[src/rtl/uart_rx_param.sv]
// rtl/uart_rx_param.sv - parameterised oversampling UART receiver with parity, stop and break detection
module uart_rx_param #(
  parameter int DATA_WIDTH = 8
) (
  input  logic                  CLK_RX,
  input  logic                  RST_RX,
  input  logic                  RX_IN,
  input  logic                  PAR_EN,
  input  logic                  PAR_TYP,
  input  logic                  STOP2,
  input  logic [3:0]            data_len,
  input  logic [5:0]            prescale,
  output logic [DATA_WIDTH-1:0] P_DATA,
  output logic                  data_valid,
  output logic                  parity_error,
  output logic                  stop_error,
  output logic                  break_det,
  output logic                  busy
);

  typedef enum logic [2:0] {IDLE, START, DATA, PARITY, STOP, DONE} state_t;

  localparam logic [3:0] DW4 = 4'(DATA_WIDTH);

  state_t                state, state_nxt;
  logic [5:0]            p_lat;
  logic [5:0]            edge_cnt;
  logic [3:0]            len_lat;
  logic [3:0]            bit_cnt;
  logic                  par_en_lat;
  logic                  par_typ_lat;
  logic                  stop2_lat;
  logic [DATA_WIDTH-1:0] shreg;
  logic [2:0]            samp;
  logic                  par_flag;
  logic                  stop_flag;
  logic                  brk_flag;
  logic                  zero_all;

  logic [5:0]            p_dec;
  logic [5:0]            half;
  logic [3:0]            len_dec;
  logic                  bit_end;
  logic                  bit_val;
  logic                  last_data;
  logic                  last_stop;
  logic                  start_entry;
  logic                  in_bit;

  // Unsupported prescale falls back to 8; out-of-range length falls back to the full width.
  assign p_dec       = (prescale == 6'd16 || prescale == 6'd32) ? prescale : 6'd8;
  assign len_dec     = (data_len >= 4'd5 && data_len <= DW4) ? data_len : DW4;
  assign half        = p_lat >> 1;
  assign bit_end     = (edge_cnt == p_lat - 6'd1);
  assign bit_val     = (samp[0] & samp[1]) | (samp[0] & samp[2]) | (samp[1] & samp[2]);
  assign last_data   = (bit_cnt == len_lat - 4'd1);
  assign last_stop   = !stop2_lat || (bit_cnt == 4'd1);
  assign start_entry = (state == IDLE || state == DONE) && !RX_IN;
  assign in_bit      = (state == START) || (state == DATA) || (state == PARITY) || (state == STOP);
  assign busy        = (state != IDLE);

  // State register.
  always_ff @(posedge CLK_RX or negedge RST_RX) begin
    if (!RST_RX) state <= IDLE;
    else         state <= state_nxt;
  end

  // Next-state decode; every bit state moves on only at the last oversample tick.
  always_comb begin
    state_nxt = state;
    case (state)
      IDLE:    if (!RX_IN) state_nxt = START;
      START:   if (bit_end) state_nxt = bit_val ? IDLE : DATA;
      DATA:    if (bit_end && last_data) state_nxt = par_en_lat ? PARITY : STOP;
      PARITY:  if (bit_end) state_nxt = STOP;
      STOP:    if (bit_end && last_stop) state_nxt = DONE;
      DONE:    state_nxt = RX_IN ? IDLE : START;
      default: state_nxt = IDLE;
    endcase
  end

  // Datapath: oversample counters, majority sampling, capture, error flags and registered outputs.
  always_ff @(posedge CLK_RX or negedge RST_RX) begin
    if (!RST_RX) begin
      p_lat        <= 6'd8;
      edge_cnt     <= '0;
      len_lat      <= DW4;
      bit_cnt      <= '0;
      par_en_lat   <= 1'b0;
      par_typ_lat  <= 1'b0;
      stop2_lat    <= 1'b0;
      shreg        <= '0;
      samp         <= '0;
      par_flag     <= 1'b0;
      stop_flag    <= 1'b0;
      brk_flag     <= 1'b0;
      zero_all     <= 1'b0;
      P_DATA       <= '0;
      data_valid   <= 1'b0;
      parity_error <= 1'b0;
      stop_error   <= 1'b0;
      break_det    <= 1'b0;
    end else begin
      data_valid   <= 1'b0;
      parity_error <= 1'b0;
      stop_error   <= 1'b0;
      break_det    <= 1'b0;

      if (in_bit) begin
        if (edge_cnt == half - 6'd1) samp[0] <= RX_IN;
        if (edge_cnt == half)        samp[1] <= RX_IN;
        if (edge_cnt == half + 6'd1) samp[2] <= RX_IN;
        if (bit_end) edge_cnt <= '0;
        else         edge_cnt <= edge_cnt + 6'd1;
      end

      if (bit_end) begin
        case (state)
          DATA: begin
            shreg <= shreg | (DATA_WIDTH'(bit_val) << bit_cnt);
            if (bit_val) zero_all <= 1'b0;
            bit_cnt <= last_data ? 4'd0 : bit_cnt + 4'd1;
          end
          PARITY: begin
            if (bit_val != ((^shreg) ^ par_typ_lat)) par_flag <= 1'b1;
            if (bit_val) zero_all <= 1'b0;
          end
          STOP: begin
            if (!bit_val) stop_flag <= 1'b1;
            if (bit_cnt == 4'd0 && zero_all && !bit_val) brk_flag <= 1'b1;
            bit_cnt <= bit_cnt + 4'd1;
          end
          default: bit_cnt <= '0;
        endcase
      end

      if (state == DONE) begin
        if (!par_flag && !stop_flag) begin
          P_DATA     <= shreg;
          data_valid <= 1'b1;
        end else begin
          parity_error <= par_flag;
          stop_error   <= stop_flag;
          break_det    <= brk_flag;
        end
      end

      // A start seen from DONE is already one cycle into the start bit, so the
      // counter begins at 1 to keep back-to-back frames from drifting.
      if (start_entry) begin
        p_lat       <= p_dec;
        len_lat     <= len_dec;
        par_en_lat  <= PAR_EN;
        par_typ_lat <= PAR_TYP;
        stop2_lat   <= STOP2;
        edge_cnt    <= (state == DONE) ? 6'd1 : 6'd0;
        bit_cnt     <= '0;
        shreg       <= '0;
        par_flag    <= 1'b0;
        stop_flag   <= 1'b0;
        brk_flag    <= 1'b0;
        zero_all    <= 1'b1;
      end
    end
  end

endmodule
[config.mk]
export PLATFORM = sky130hd
export DESIGN_NAME = uart_rx_param
export DESIGN_NICKNAME = d
export VERILOG_FILES = /design/src/rtl/uart_rx_param.sv
export SDC_FILE = /design/constraint.sdc
export NUM_CORES = 1
export LEC_CHECK = 0
export BUFFER_PORTS_ARGS = -buffer_cell sky130_fd_sc_hd__clkbuf_2
export CORE_MARGIN = 8
export CORE_UTILIZATION = 40
export CTS_CLUSTER_DIAMETER = 100
export DETAILED_ROUTE_END_ITERATION = 10
export GPL_TIMING_DRIVEN = 0
export HOLD_SLACK_MARGIN = 0.08
export PLACE_DENSITY = 0.6
export SLEW_MARGIN = 20
export SYNTH_ARGS = -nofsm -noshare
export SYNTH_HDL_FRONTEND = slang
export SYNTH_SLANG_ARGS = --single-unit
[constraint.sdc]
create_clock -name CLK_RX -period 2.4 [get_ports CLK_RX]
set_clock_uncertainty 0.05 [all_clocks]
set_input_delay 0.48 -clock CLK_RX [delete_from_list [all_inputs] [get_ports CLK_RX]]
set_output_delay 0.48 -clock CLK_RX [all_outputs]
set_load 0.01 [all_outputs]
==> metrics.txt <==
outcome=finished clean; Ports=29; RSZ-0062 raised after global routing=no; Syn-to-layout area delta=14.9%; WP data required=2550 ps; root buffer cell=clkbuf_8; Slew @ Worst Pin=740 ps; # diodes=0; Rel. slew slack=about half; All-Layer GR Usage=roughly 14%; Syn Nets=approximately 370; min cycle time layout=2330 ps; Max Slew Vio Count=0; Post-CTS Hold Buffers=0; DR WL met2=3480 microns; Netlist Area Pre-Place=0.00306 sq mm; MaxCap Viol Count=0; worst vdd ir=0.504 mV; Cells after Synth=342; post-synthesis cell type count=55; Final setup viols=0; Placed Area=0.00333 sq mm; Top Metal Used=met4; CP Max Fanout=9; HP Class=in2async; Core ar.=between 0.007 and 0.008 sq mm; Worst Path Class, Setup=reg2reg; Final Cell Area=0.00351 sq mm; met3 routed WL=203 microns; Fmax achieved=430 MHz; RR Endpoint=samp[0]$_DFFE_PN0P_; top_reg_cell synth=dfrtp_1; Tot Pwr=3.83 mW; initial antenna violation count=0; grt total ovfl=0; clock latency on the worst-skew pair=about 310 ps; CTS tree=built; startpoint types=flip-flop; hold violation count in the final report=0; DIE WIDTH=103 microns; Initial Utilization=around two fifths; Crit. End Element=flip-flop; Synth top area share=41.8%; First-pass DRT Iterations=4; Async SR Flop Fraction=100%; DR iter-0 viols=83; vias in the first global route=about 2500; IO buf count=28; Die Footprint=around 0.011 sq mm; Crit path arrival time=about 2500 ps; die height=~100 microns; final design utilization=46.4%; Avg Synthesized Cell Area=about 9 sq um; Finished Layout Cells=478; placed cell count=472; largest cells by area after synthesis=dfrtp_1 (42%), nand2_1 (6.8%), xnor2_1 (6.6%); Post-DP HPWL=5010 microns; Reg2Reg Depth=7; Reg clk slew, reported paths=approximately 110 ps; share of cells above drive strength 1=18.6%; Post-synth EDFFs=0; DRC violations left=0; fin nets=400; first-pass GRT wire length=11700 microns; final hold slack=a little under 200 ps; register bit total from synthesis=53; fill count=756; Vias/cell=around 5.2; Sink Count=53; CTS Buffer Depth=2; Static Leak=1.58 nW; gpl congestion=about 0.86; Avg WL per Cell=14.6 microns; Total Wirelength=6960 microns; register-to-register setup slack=between 70 and 80 ps; Post-CTS Setup Bufs=0; Num CTS Buffers=5; share of the yosys chip area belonging to registers=approximately 43%; row cnt=32; H-Tree Depth=2; Yosys top cell by area=dfrtp_1; Yosys warning total=0; vias=between 2000 and 2500; antenna viol nets, final=0; r2r startpoint=p_lat[2]$_DFFE_PN0P_; largest net degree at the start of global routing=between 50 and 60; Tcrit/Tclk final=between 90% and 100%; DRT met1 WL=3210 microns; Power Dens Cells=between 1000 and 1500 mW/mm^2
## cells in the final DEF, fill, tap and decap left out, types with 3 or more instances in the layout
cell,Yosys,layout
nand2_1,55,55
dfrtp_1,51,50
nor2_1,31,30
clkbuf_2,0,29
xnor2_1,23,23
nand3_1,14,13
xor2_1,12,12
inv_1,13,11
clkbuf_1,16,11
a31oi_1,13,11
o21ai_0,9,9
a21oi_1,10,8
nor4_1,8,8
ha_1,9,8
nor3_1,7,7
or3_1,5,5
clkbuf_8,0,5
nor2b_1,4,4
and3_1,4,4
mux2_2,4,4
buf_6,1,3
nand4_1,3,3
a22o_1,3,3
o211ai_1,3,3
## power by group
part           total (mW)  leakage [nW]  switching (mW)  internal [mW]
sequential           1.32         0.701           0.179           1.14
combinational        1.97         0.830            1.13          0.837
clock               0.538        0.0506           0.319          0.219
## state kept, by name (all words and copies together), names as in the netlist, 3 cells and up
name      count
len_lat       4
edge_cnt      6
state         3
shreg         8
samp          3
p_lat         6
bit_cnt       4
P_DATA        8
## per-stage QoR
stage                     setup TNS, ps  worst slack [ps]
after floorplan                       0               155
after detailed placement          -1730              -134
after global routing                  0              2.56
after global placement            -1180              -104
final                                 0              73.4
after CTS                             0              9.38
## cell families (layout without fill, tap and decap cells)
| kind of cell | Yosys count | in the layout | share of synthesized area (%) |
|---|---|---|---|
| AOI/OAI and AO/OA | 53 | 53 | 11.5 |
| buffers and inverters | 38 | 72 | 5.16 |
| adders and majority gates | 10 | 10 | 4.01 |
| xor gates and xnor gates | 35 | 35 | 10.0 |
| and+or+nand+nor | 146 | 146 | 23.3 |
| muxes | 7 | 7 | 2.50 |
| DFF | 53 | 53 | 43.5 |
## per-layer routing
metal | vias to the layer above | GRT usage (%)
li1 | 1236 | -
met1 | 1200 | 17.1
met2 | 36 | 24.1
met3 | 6 | 2.68
met4 | 0 | 3.11
met5 | - | 0
## timing repair
item | 4_1_cts | 5_1_grt
hold endpoints to repair | 0 | 0
resized for setup | 6 | 21
pin swaps | 0 | 1
endpoints found under the setup margin | 24 | 39
## layout make-up
class,instances,area [sq um],area share (%)
Clock buffer,5,68.8,1.96
Tap cell,102,128,3.64
Inverter,14,52.6,1.50
Multi-Input combinational cell,251,1640,46.8
Buffer,22,118,3.35
Timing Repair Buffer,28,143,4.06
Sequential cell,53,1330,37.9
Clock inverter,3,28.8,0.820
## Yosys cell counts (all sizes together), types with 2 or more instances
cell	count
a21o	2
a21oi	10
a22o	3
a31oi	13
and3	4
buf	8
clkbuf	16
dfrtp	51
dfstp	2
ha	9
inv	13
mux2	5
mux2i	2
nand2	55
nand3	14
nand4	3
nor2	31
nor2b	4
nor3	9
nor4	8
o211ai	3
o21ai	9
o2bb2ai	2
o311ai	2
or3	6
or4	3
xnor2	23
xor2	12
## how the worst max path moves through the flow
stage | startpoint | endpoint | slack [ps] | depth (start not counted)
2_1_floorplan | p_lat[2]$_DFFE_PN0P_ | shreg[0]$_DFFE_PN0P_ | 160 | 11
6_report | p_lat[2]$_DFFE_PN0P_ | samp[0]$_DFFE_PN0P_ | 70 | 7
4_1_cts | state[2]$_DFFE_PN0P_ | samp[0]$_DFFE_PN0P_ | 9 | 7
3_3_place_gp | p_lat[1]$_DFFE_PN0P_ | bit_cnt[2]$_DFFE_PN0P_ | -100 | 9
5_1_grt | p_lat[2]$_DFFE_PN0P_ | state[0]$_DFFE_PN0P_ | 3 | 10
3_5_place_dp | p_lat[1]$_DFFE_PN0P_ | bit_cnt[2]$_DFFE_PN0P_ | -130 | 9
## worst max-delay path, stage by stage (launching register included)
cell and delay, ps:
dfrtp_1 410, buf_6 140, or3_4 410, nor3_4 130
xnor2_1 90, or4_4 520, nor3_4 140, mux2_1 330
No activity file was read; power rests on OpenSTA's default activity.
